==> config.mk <==
export PLATFORM = sky130hd
export DESIGN_NAME = mac_rx
export DESIGN_NICKNAME = d
export VERILOG_FILES = /design/src/rtl/mac_rx.sv
export SDC_FILE = /design/constraint.sdc
export NUM_CORES = 1
export LEC_CHECK = 0
export BUFFER_PORTS_ARGS = -buffer_cell sky130_fd_sc_hd__buf_2
export CAP_MARGIN = 20
export CORE_UTILIZATION = 60
export DETAILED_ROUTE_END_ITERATION = 10
export PLACE_DENSITY = 0.82
export SYNTH_ARGS = -nofsm -noshare
export SYNTH_HDL_FRONTEND = slang
export SYNTH_SLANG_ARGS = --single-unit
==> constraint.sdc <==
create_clock -name i_clk -period 4.4 [get_ports i_clk]
set_input_delay 0.88 -clock i_clk [delete_from_list [all_inputs] [get_ports i_clk]]
set_output_delay 0.88 -clock i_clk [all_outputs]
set_load 0.01 [all_outputs]
==> src/rtl/mac_rx.sv <==
// mac_rx: GMII receive framer - strips preamble/SFD, filters destination MAC, extracts header,
// streams payload with FCS removed and reports CRC-32 status on the final payload byte.
module mac_rx #(
  parameter logic [47:0] P_LOCAL_MAC = 48'h00_00_00_00_00_00,
  parameter bit          P_CRC_CHECK = 1'b1
) (
  input  logic        i_clk,
  input  logic        i_rst,
  input  logic [47:0] i_local_mac,
  input  logic        i_local_mac_valid,
  input  logic [7:0]  i_GMII_data,
  input  logic        i_GMII_valid,
  output logic [47:0] o_recv_source_mac,
  output logic [15:0] o_recv_type,
  output logic        o_recv_bcast,
  output logic [7:0]  o_recv_data,
  output logic        o_recv_valid,
  output logic        o_recv_last,
  output logic [15:0] o_recv_len,
  output logic        o_crc_ok,
  output logic        o_crc_err,
  output logic        o_frame_err
);
  typedef enum logic [2:0] {IDLE, PREAMBLE, HEADER, PAYLOAD, DROP, WAIT_IDLE} state_t;
  state_t          state_q, state_d;
  logic [2:0]      pre_q, pre_d;
  logic [4:0]      n_q, n_d;
  logic [55:0]     hdr_q, hdr_d;
  logic [4:0][7:0] sr_q, sr_d;
  logic [31:0]     crc_q, crc_d;
  logic [47:0]     mac_q, mac_d, fmac_q, fmac_d, src_q, src_d;
  logic [15:0]     type_q, type_d, len_q, len_d;
  logic [7:0]      data_q, data_d;
  logic            bcast_q, bcast_d, valid_q, valid_d, last_q, last_d;
  logic            ok_q, ok_d, err_q, err_d, ferr_q, ferr_d;
  logic [47:0]     dest;
  logic [63:0]     hdr_full;
  logic [15:0]     len_inc;
  logic            fcs_match;

  function automatic logic [31:0] crc_byte(input logic [31:0] c, input logic [7:0] d);
    logic [31:0] r;
    r = c ^ {24'd0, d};
    for (int i = 0; i < 8; i++) r = r[0] ? (r >> 1) ^ 32'hEDB88320 : r >> 1;
    return r;
  endfunction

  assign dest      = {hdr_q[39:0], i_GMII_data};
  assign hdr_full  = {hdr_q, i_GMII_data};
  assign len_inc   = (len_q == 16'hFFFF) ? len_q : len_q + 16'd1;
  // sr_q[3] is the oldest FCS byte once valid falls; it carries crc[7:0]
  assign fcs_match = ~crc_q == {sr_q[0], sr_q[1], sr_q[2], sr_q[3]};

  always_comb begin
    state_d = state_q;
    pre_d   = pre_q;
    n_d     = n_q;
    hdr_d   = hdr_q;
    sr_d    = sr_q;
    crc_d   = crc_q;
    mac_d   = i_local_mac_valid ? i_local_mac : mac_q;
    fmac_d  = fmac_q;
    src_d   = src_q;
    type_d  = type_q;
    bcast_d = bcast_q;
    data_d  = data_q;
    len_d   = len_q;
    valid_d = 1'b0;
    last_d  = 1'b0;
    ok_d    = 1'b0;
    err_d   = 1'b0;
    ferr_d  = 1'b0;
    unique case (state_q)
      IDLE: if (i_GMII_valid) begin
        state_d = (i_GMII_data == 8'h55) ? PREAMBLE : DROP;
        ferr_d  = i_GMII_data != 8'h55;
        pre_d   = 3'd1;
      end
      PREAMBLE: begin
        if (!i_GMII_valid) begin
          ferr_d  = 1'b1;
          state_d = IDLE;
        end else if (i_GMII_data == 8'hD5) begin
          state_d = HEADER;
          n_d     = '0;
          crc_d   = '1;
          len_d   = '0;
          fmac_d  = mac_q;
        end else if (i_GMII_data == 8'h55 && pre_q != 3'd7) begin
          pre_d = pre_q + 3'd1;
        end else begin
          ferr_d  = 1'b1;
          state_d = DROP;
        end
      end
      HEADER, PAYLOAD: begin
        if (i_GMII_valid) begin
          sr_d  = {sr_q[3:0], i_GMII_data};
          hdr_d = {hdr_q[47:0], i_GMII_data};
          n_d   = (n_q == 5'd31) ? n_q : n_q + 5'd1;
          crc_d = (n_q >= 5'd4) ? crc_byte(crc_q, sr_q[3]) : crc_q;
          if (state_q == HEADER && n_q == 5'd5) begin
            if (dest != fmac_q && dest != '1) state_d = DROP;
            else bcast_d = dest == '1;
          end
          if (state_q == HEADER && n_q == 5'd13) begin
            src_d   = hdr_full[63:16];
            type_d  = hdr_full[15:0];
            state_d = PAYLOAD;
          end
          if (n_q >= 5'd19) begin
            valid_d = 1'b1;
            data_d  = sr_q[4];
            len_d   = len_inc;
          end
        end else begin
          state_d = IDLE;
          ferr_d  = n_q < 5'd18;
          if (n_q >= 5'd18) begin
            valid_d = n_q >= 5'd19;
            data_d  = sr_q[4];
            len_d   = (n_q >= 5'd19) ? len_inc : len_q;
            last_d  = 1'b1;
            ok_d    = !P_CRC_CHECK || fcs_match;
            err_d   = P_CRC_CHECK && !fcs_match;
          end
        end
      end
      default: if (!i_GMII_valid) state_d = IDLE;
    endcase
  end

  always_ff @(posedge i_clk) begin
    if (i_rst) begin
      state_q <= WAIT_IDLE;
      pre_q   <= '0;
      n_q     <= '0;
      hdr_q   <= '0;
      sr_q    <= '0;
      crc_q   <= '1;
      mac_q   <= P_LOCAL_MAC;
      fmac_q  <= P_LOCAL_MAC;
      src_q   <= '0;
      type_q  <= '0;
      bcast_q <= 1'b0;
      data_q  <= '0;
      len_q   <= '0;
      valid_q <= 1'b0;
      last_q  <= 1'b0;
      ok_q    <= 1'b0;
      err_q   <= 1'b0;
      ferr_q  <= 1'b0;
    end else begin
      state_q <= state_d;
      pre_q   <= pre_d;
      n_q     <= n_d;
      hdr_q   <= hdr_d;
      sr_q    <= sr_d;
      crc_q   <= crc_d;
      mac_q   <= mac_d;
      fmac_q  <= fmac_d;
      src_q   <= src_d;
      type_q  <= type_d;
      bcast_q <= bcast_d;
      data_q  <= data_d;
      len_q   <= len_d;
      valid_q <= valid_d;
      last_q  <= last_d;
      ok_q    <= ok_d;
      err_q   <= err_d;
      ferr_q  <= ferr_d;
    end
  end

  assign o_recv_source_mac = src_q;
  assign o_recv_type       = type_q;
  assign o_recv_bcast      = bcast_q;
  assign o_recv_data       = data_q;
  assign o_recv_valid      = valid_q;
  assign o_recv_last       = last_q;
  assign o_recv_len        = len_q;
  assign o_crc_ok          = ok_q;
  assign o_crc_err         = err_q;
  assign o_frame_err       = ferr_q;
endmodule
==> results of run 1 <==
logic make-up after synthesis:
| group | after synthesis | synth area share |
|---|---|---|
| and+or+nand+nor | 590 | 0.2003 |
| xor gates and xnor gates | 145 | 0.1242 |
| buffers and inverters | 139 | 0.04805 |
| adders and majority gates | 9 | 0.008844 |
| AOI/OAI and AO/OA | 257 | 0.1155 |
| DFF | 289 | 0.4544 |
| muxes | 62 | 0.04874 |
power breakdown:
part	internal, W	switching (W)
clock	0.00152	0.00102
sequential	0.00264	0.0000199
combinational	0.0000618	0.0000991
total	0.00423	0.00114
worst min-delay path, cell delays in order (launching register included):
cell and delay, ns:
dfxtp_1 0.31, nand2_1 0.05, a21oi_1 0.05
flip-flops by register name (all words and copies together) (netlist names), 3 cells and up:
name,cells
hdr_q,56
o_recv_len,16
n_q,5
crc_q,32
o_recv_source_mac,48
fmac_q,48
mac_q,48
o_recv_type,16
o_recv_data,8
pre_q,3
state_q,3
through the flow:
step                cells  area, um^2
finish               1850       14370
global route         1850       14370
CTS                  1850       14370
detailed placement   1799       13380
global placement     1799       13380
floorplan            1491       12730
metal layers:
metal,routed length [um],track usage
met4,1134,0.1129
met5,18,0
met2,15520,0.4899
met1,14340,0.4181
met3,2722,0.05370
final timing paths:
path	start	endpoint	depth (start not counted)
worst max register to register	state_q[0]$_SDFFE_PP1P_	crc_q[31]$_SDFFE_PP1P_	5
worst max-delay path	i_GMII_data[1]	crc_q[31]$_SDFFE_PP1P_	6
worst min register to register	o_recv_source_mac[26]$_SDFFE_PP0P_	o_recv_source_mac[26]$_SDFFE_PP0P_	2
worst min-delay path	o_recv_source_mac[26]$_SDFFE_PP0P_	o_recv_source_mac[26]$_SDFFE_PP0P_	2
cell type report:
type | instances | area, um^2 | area share
clock buffer | 37 | 805.8 | 0.05606
clock inverter | 14 | 182.7 | 0.01271
inverter | 11 | 41.29 | 0.002873
multi-input combinational | 1063 | 6350 | 0.4418
sequential | 289 | 5786 | 0.4025
tap | 270 | 337.8 | 0.02350
timing repair buffer | 166 | 869.6 | 0.06050
layout by cell type (no fill, tap or decap), types with 4 or more instances in the layout:
master,Yosys,layout
bufinv_16,0,4
xnor2_4,9,9
clkinv_2,0,6
nor2_1,87,87
and3_1,11,11
ha_1,9,9
nor3_1,24,24
or4_1,5,5
o211ai_1,7,7
buf_2,19,152
dfxtp_1,289,289
a31o_2,4,4
o22ai_1,6,6
xnor2_1,53,53
inv_1,9,9
mux2i_1,62,62
a2bb2oi_1,6,6
clkbuf_16,0,29
or3_1,10,10
o21ai_0,19,19
clkbuf_8,0,5
xor2_1,72,72
nor4_1,21,21
nand2_1,368,368
o2111ai_1,4,4
nand4_1,32,32
nand3_1,13,13
a21oi_1,180,180
a2111o_1,5,5
xnor3_1,6,6
buf_4,4,13
==> results.sh, run 1 <==
export IMPL_status="completed"
export IMPL_tightest_slew_ns=0.9122
export IMPL_cts_buffers=29
export IMPL_via_count=10810
export IMPL_die_h_um=147.7
export IMPL_grt_pass1_wl_um=53030
export IMPL_num_nets_final=1629
export IMPL_hold_class="reg -> reg"
export IMPL_finish_utilization=0.7013
export IMPL_cts_resized=0
export IMPL_synthDominantCellAreaShare=0.4544
export IMPL_initial_core_util=0.6212
export IMPL_crit_buf_inv=1
export IMPL_synthTopCellsByCount="nand2_1 (368), dfxtp_1 (289), a21oi_1 (180)"
export IMPL_avgSynthCellArea_um2=8.539
export IMPL_yosys_area_top_type="dfxtp_1"
export IMPL_grt_pass1_vias=9852
export IMPL_yosys_warnings=0
export IMPL_synthTopCellsByArea="dfxtp_1 (45%), nand2_1 (11%), a21oi_1 (7.1%), xor2_1 (5.0%), mux2i_1 (4.9%)"
export IMPL_die_area_mm2=0.02181
export IMPL_routedWlPerCell_um=18.24
export IMPL_drc_errors=0
export IMPL_required_ns=4.82
export IMPL_place_congestion=0.9507
export IMPL_crit_path_top_delay_cell="nand2_2"
export IMPL_hold_ws_ns=0.4495
export IMPL_ys_types=65
export IMPL_power_w=0.005365
export IMPL_synth_edf_count=0
export IMPL_async_flop_share=0
export IMPL_post_cts_buffers=0
export IMPL_area_growth_pct=12.88
export IMPL_htreeDepth=1
export IMPL_ant_nets=0
export IMPL_finalCriticalPeriod_ns=2.804
export IMPL_diodes=0
export IMPL_p_leak_nw=5.941
export IMPL_max_stage_delay_ns=0.80
export IMPL_crit_chain="buf_2 > nor3_1 > nand4_1 > nand2_2 > and3_1 > o21ai_0"
export IMPL_ioPinCount=154
export IMPL_syn_area_mm2=0.01273
export IMPL_io_buffers=153
export IMPL_drv_slew=0
export IMPL_fin_tns_setup_ns=0
export IMPL_syn_instance_count=1491
export IMPL_slew_headroom=0.3919
export IMPL_drive_above_1_share=0.1519
export IMPL_reg2reg_slack_ns=1.70
export IMPL_max_clock_path_buffers=3
export IMPL_track_usage=0.3073
export IMPL_hold_viol=0
export IMPL_cts_hold_buf=0
export IMPL_setup_viol=0
export IMPL_wirelength_um=33740
export IMPL_ir_worst_vdd_mv=0.3559
export IMPL_critPathArrivalTime_ns=3.22
export IMPL_dr_pass1_iters=5
export IMPL_hpwl_um=22910
export IMPL_rows=52
export IMPL_fillers=1574
export IMPL_critical_path_class="in -> reg"
export IMPL_period_share=0.6372
export IMPL_antenna_found_initial=2
export IMPL_grt_max_degree=91
export IMPL_setup_slack_ns=1.596
export IMPL_cp_end_kind="flop"
export IMPL_yosysMostFrequentCell="nand2_1"
export IMPL_synth_flop_cell="dfxtp_1"
export IMPL_clk_pin_slew_ns=0.06
export IMPL_rsz0062_at_grt="false"
export IMPL_cts_root_buf="clkbuf_16"
export IMPL_skew_ns=0.02118
export IMPL_max_freq_mhz=356.7
export IMPL_yosysSeqAreaShare=0.4544
export IMPL_crit_path_start_kind="primary input"
export IMPL_syn_num_nets=1560
export IMPL_place_ws_ns=1.052
export IMPL_p_per_area_mw_per_mm2=373.3
export IMPL_cap_violations=0
export IMPL_first_iter_violations=1047
export IMPL_cts_sinks=289
export IMPL_tritoncts="done"
export IMPL_vias_per_cell=5.842
export IMPL_synth_seq_cells=289
export IMPL_crit_fanout=28
export IMPL_crit_family="simple AND/OR/NAND/NOR gates"
export IMPL_die_x_um=147.7
export IMPL_worstSkewPairLatency_ns=0.56
export IMPL_core_mm2=0.02049
export IMPL_grt_overflow=0
Note: power is estimated with default switching activity, not from simulation.
==> inputs of run 2 (changes only) <==
Settings changed: CORE_UTILIZATION 60 to 53, PLACE_DENSITY 0.82 to 0.77.
Clock period 4.4 ns to 2.35 ns, I/O delays scaled along.
==> results.sh, run 2 (synthesized netlist as in run 1, its figures left out) <==
export IMPL_crit_fanout=64
export IMPL_via_count=10870
export IMPL_die_h_um=157.0
export IMPL_required_ns=2.83
export IMPL_antenna_found_initial=0
export IMPL_final_common_cell="nand2_1"
export IMPL_reg2reg_slack_ns=0.21
export IMPL_rsz0062_at_grt="false"
export IMPL_core_mm2=0.02354
export IMPL_first_iter_violations=1023
export IMPL_regToRegStartpoint="n_q[1]$_SDFFE_PP0P_"
export IMPL_wirelength_um=35000
export IMPL_dr_pass1_iters=7
export IMPL_grtUsageMet1=0.3888
export IMPL_cts_resized=0
export IMPL_hold_start="i_local_mac[0]"
export IMPL_slew_headroom=0.5106
export IMPL_drc_errors=0
export IMPL_ant_nets=0
export IMPL_setup_viol=0
export IMPL_top_register="hdr_q"
export IMPL_grt_overflow=0
export IMPL_period_share=0.9106
export IMPL_cts_sinks=289
export IMPL_crit_path_start_kind="flop"
export IMPL_place_congestion=1.015
export IMPL_io_buffers=153
export IMPL_hpwl_um=24390
export IMPL_post_cts_buffers=0
export IMPL_diodes=0
export IMPL_initial_core_util=0.5408
export IMPL_hold_ws_ns=0.1523
export IMPL_skew_ns=0.01461
export IMPL_hold_class="in -> reg"
export IMPL_place_ws_ns=0.05090
export IMPL_fin_tns_setup_ns=0
export IMPL_max_freq_mhz=467.3
export IMPL_setup_slack_ns=0.2100
export IMPL_final_cell_count_no_fill=1954
export IMPL_dp_cells=1902
export IMPL_p_leak_nw=6.248
export IMPL_reg2reg_depth=8
export IMPL_die_x_um=157.0
export IMPL_track_usage=0.2852
export IMPL_grt_max_degree=132
export IMPL_status="completed"
export IMPL_tightest_slew_ns=0.7314
export IMPL_num_nets_final=1683
export IMPL_grt_util_met2=0.4470
export IMPL_cp_end_kind="flop"
export IMPL_grt_pass1_wl_um=55070
export IMPL_hold_viol=0
export IMPL_clk_pin_slew_ns=0.06
export IMPL_die_area_mm2=0.02465
export IMPL_largest_reg_flops=56
export IMPL_tritoncts="done"
export IMPL_drive_above_1_share=0.1768
export IMPL_area_growth_pct=17.11
export IMPL_cts_root_buf="clkbuf_16"
export IMPL_cap_violations=0
export IMPL_whs_endpoint="mac_q[0]$_SDFFE_PP0P_"
export IMPL_grt_busiest_layer="met2"
export IMPL_ir_worst_vdd_mv=0.7278
export IMPL_critPathArrivalTime_ns=2.62
export IMPL_grt_pass1_vias=10210
export IMPL_cts_hold_buf=0
export IMPL_worstReg2RegEnd="o_recv_type[6]$_SDFFE_PP0P_"
export IMPL_max_clock_path_buffers=3
export IMPL_ioPinCount=154
export IMPL_cts_buffers=29
export IMPL_p_per_area_mw_per_mm2=672.6
export IMPL_drv_slew=0
export IMPL_layout_common_cells="nand2_1 (368), dfxtp_1 (289), a21oi_1 (180)"
export IMPL_hold_depth=3
export IMPL_vias_per_cell=5.564
export IMPL_met3_usage=0.05396
export IMPL_worstSkewPairLatency_ns=0.55
export IMPL_setup_worst_path_start="n_q[1]$_SDFFE_PP0P_"
export IMPL_routedWlPerCell_um=17.91
export IMPL_critical_path_class="reg -> reg"
export IMPL_htreeDepth=1
export IMPL_finalCriticalPeriod_ns=2.140
export IMPL_rows=56
run 2: power by group:
part	switching (W)	internal [W]	leakage [nW]
clock network	0.00192	0.00280	0.474
logic	0.000191	0.000127	3.44
registers	0.0000347	0.00495	2.34
total	0.00215	0.00788	6.25
run 2: worst max-delay path by stage:
stage	end	cells past startpoint
2_1_floorplan	o_crc_err$_SDFF_PP0_	8
3_3_place_gp	o_recv_len[6]$_SDFFE_PP0P_	7
5_1_grt	o_recv_type[6]$_SDFFE_PP0P_	8
3_5_place_dp	o_recv_len[10]$_SDFFE_PP0P_	7
4_1_cts	o_recv_type[6]$_SDFFE_PP0P_	8
6_report	o_recv_type[6]$_SDFFE_PP0P_	8
run 2: critical path: stages, from the launching register on:
cell	delay (ns)
dfxtp_1	0.37
inv_1	0.10
ha_1	0.13
nor3b_1	0.42
nand3_1	0.20
nor2_4	0.14
buf_12	0.26
nand2_1	0.23
a21oi_1	0.18
run 2: cell type report:
cell class / count / area (um^2)
clock buffers: 41 / 800.8
clock inverters: 11 / 158.9
fillers: 2059 / 8632
inverters: 11 / 41.29
multi-input cells: 1063 / 6350
flip-flops and latches: 289 / 5786
well taps: 319 / 399.1
repair buffers: 220 / 1375
run 2: per-stage QoR:
step | area [um^2] | power [W] | util
global route | 14910 | 0.01032 | 0.6333
detailed placement | 13950 | 0.005407 | 0.5926
finish | 14910 | 0.01003 | 0.6333
CTS | 14910 | 0.01008 | 0.6333
global placement | 13950 | 0.005399 | 0.5926
floorplan | 12730 | 0.005282 | -
run 2: metal layers:
layer,part of all wire,wire length [um]
met3,0.083,2906
met2,0.46,15960
met1,0.43,14930
met4,0.035,1212
met5,0,0
==> inputs of run 3 (changes only) <==
Settings changed: CAP_MARGIN 20 to 5, PLACE_DENSITY 0.77 to default, PLACE_DENSITY_LB_ADDON from default to 0.12.
==> results.sh, run 3 (synthesized netlist as in run 1, its figures left out) <==
export IMPL_cts_buffers=30
export IMPL_top_register="hdr_q"
export IMPL_dr_pass1_iters=6
export IMPL_die_h_um=157.0
export IMPL_rows=56
export IMPL_drc_errors=0
export IMPL_cts_root_buf="clkbuf_16"
export IMPL_required_ns=2.84
export IMPL_crit_cells=6
export IMPL_post_cts_buffers=0
export IMPL_finalCriticalPeriod_ns=2.151
export IMPL_layout_common_cells="nand2_1 (368), dfxtp_1 (289), a21oi_1 (180)"
export IMPL_htreeDepth=1
export IMPL_max_clock_path_buffers=3
export IMPL_hold_viol=0
export IMPL_max_stage_delay_ns=0.56
export IMPL_critPathArrivalTime_ns=2.64
export IMPL_p_per_area_mw_per_mm2=679.1
export IMPL_first_iter_violations=869
export IMPL_skew_ns=0.01355
export IMPL_hold_depth=3
export IMPL_wirelength_um=34620
export IMPL_ant_nets=0
export IMPL_tritoncts="done"
export IMPL_hpwl_um=24370
export IMPL_antenna_found_initial=2
export IMPL_track_usage=0.2806
export IMPL_ir_worst_vdd_mv=0.5267
export IMPL_slew_headroom=0.4977
export IMPL_fillers=2112
export IMPL_crit_path_top_delay_cell="or4_1"
export IMPL_place_ws_ns=0.05962
export IMPL_final_common_cell="nand2_1"
export IMPL_cts_sinks=289
export IMPL_num_nets_final=1689
export IMPL_multiInputGateArea_mm2=0.006350
export IMPL_setup_slack_ns=0.1988
export IMPL_via_count=10700
export IMPL_drive_above_1_share=0.1851
export IMPL_crit_chain="and4bb_2 > nand4_1 > buf_4 > nand2_1 > or4_1 > nand2_1"
export IMPL_crit_path_start_kind="flop"
export IMPL_grt_max_degree=127
export IMPL_power_w=0.01021
export IMPL_critical_path_class="reg -> reg"
export IMPL_hold_ws_ns=0.1489
export IMPL_reg2reg_depth=6
export IMPL_fin_tns_setup_ns=0
export IMPL_crit_top_cell="nand2_1"
export IMPL_area_growth_pct=18.11
export IMPL_p_leak_nw=6.320
export IMPL_grt_pass1_vias=9814
export IMPL_place_congestion=0.9085
export IMPL_crit_family="simple AND/OR/NAND/NOR gates"
export IMPL_worstSkewPairLatency_ns=0.56
export IMPL_io_buffers=153
export IMPL_clk_pin_slew_ns=0.06
export IMPL_crit_buf_inv=1
export IMPL_drv_slew=0
export IMPL_setup_viol=0
export IMPL_ioPinCount=154
export IMPL_vias_per_cell=5.453
export IMPL_status="completed"
export IMPL_cp_end_kind="flop"
export IMPL_core_mm2=0.02354
export IMPL_initial_core_util=0.5408
export IMPL_grt_overflow=0
export IMPL_max_freq_mhz=464.8
export IMPL_grt_pass1_wl_um=54350
export IMPL_die_area_mm2=0.02465
export IMPL_seq_area_mm2=0.005786
export IMPL_routedWlPerCell_um=17.65
export IMPL_cts_resized=0
export IMPL_largest_reg_flops=56
export IMPL_tightest_slew_ns=0.7507
export IMPL_hold_class="in -> reg"
export IMPL_crit_fanout=15
export IMPL_rsz0062_at_grt="false"
export IMPL_cap_violations=0
export IMPL_die_x_um=157.0
export IMPL_cts_hold_buf=0
export IMPL_period_share=0.9154
[run 3: changes by cell type in the layout (fill, tap and decap cells not counted), sizes merged]
cell and delta:
bufinv -3, clkbuf +5, inv -1, diode +1, buf +5, clkinvlp +1
[run 3: layer usage]
layer  GRT usage  wire [um]  vias to the layer above
met4     0.06909        745                        2
li1            -          -                     5277
met5           0         10                        -
met3     0.04295       2225                       55
met1      0.4088      16230                     5021
met2      0.4320      15410                      344
[run 3: power by group]
| group | total, W | internal [W] | switching, W |
|---|---|---|---|
| logic | 0.000309 | 0.000124 | 0.000185 |
| registers | 0.00499 | 0.00495 | 0.0000399 |
| clock network | 0.00491 | 0.00294 | 0.00197 |
[run 3: worst paths after layout]
path	from	slack [ns]	to
setup / recovery	state_q[1]$_SDFFE_PP0P_	0.20	o_recv_len[10]$_SDFFE_PP0P_
hold / removal	i_local_mac[44]	0.15	mac_q[44]$_SDFFE_PP0P_
setup reg to reg	state_q[1]$_SDFFE_PP0P_	0.20	o_recv_len[10]$_SDFFE_PP0P_
hold reg to reg	hdr_q[49]$_SDFFE_PP0P_	0.45	o_recv_source_mac[41]$_SDFFE_PP0P_
[run 3: tightest hold or removal path: stages]
cell     delay [ns]
buf_2          0.07
mux2i_1        0.05
nor2_1         0.07
[run 3: layout make-up]
cell class                      instances  share of cell area
Sequential cell                       289              0.3847
Antenna cell                            1           0.0001664
Inverter                               11            0.002746
Timing Repair Buffer                  225             0.09393
Tap cell                              319             0.02654
Clock buffer                           46             0.06465
Multi-Input combinational cell       1063              0.4222
Clock inverter                          8            0.004992
[run 3: through the flow]
| stage | utilization | cell area [um^2] | instances |
|---|---|---|---|
| final | 0.6388 | 15040 | 1962 |
| after global routing | 0.6387 | 15040 | 1961 |
| after CTS | 0.6387 | 15040 | 1961 |
| after detailed placement | 0.5942 | 13990 | 1907 |
| after global placement | 0.5942 | 13990 | 1907 |
| after floorplan | - | 12730 | 1491 |
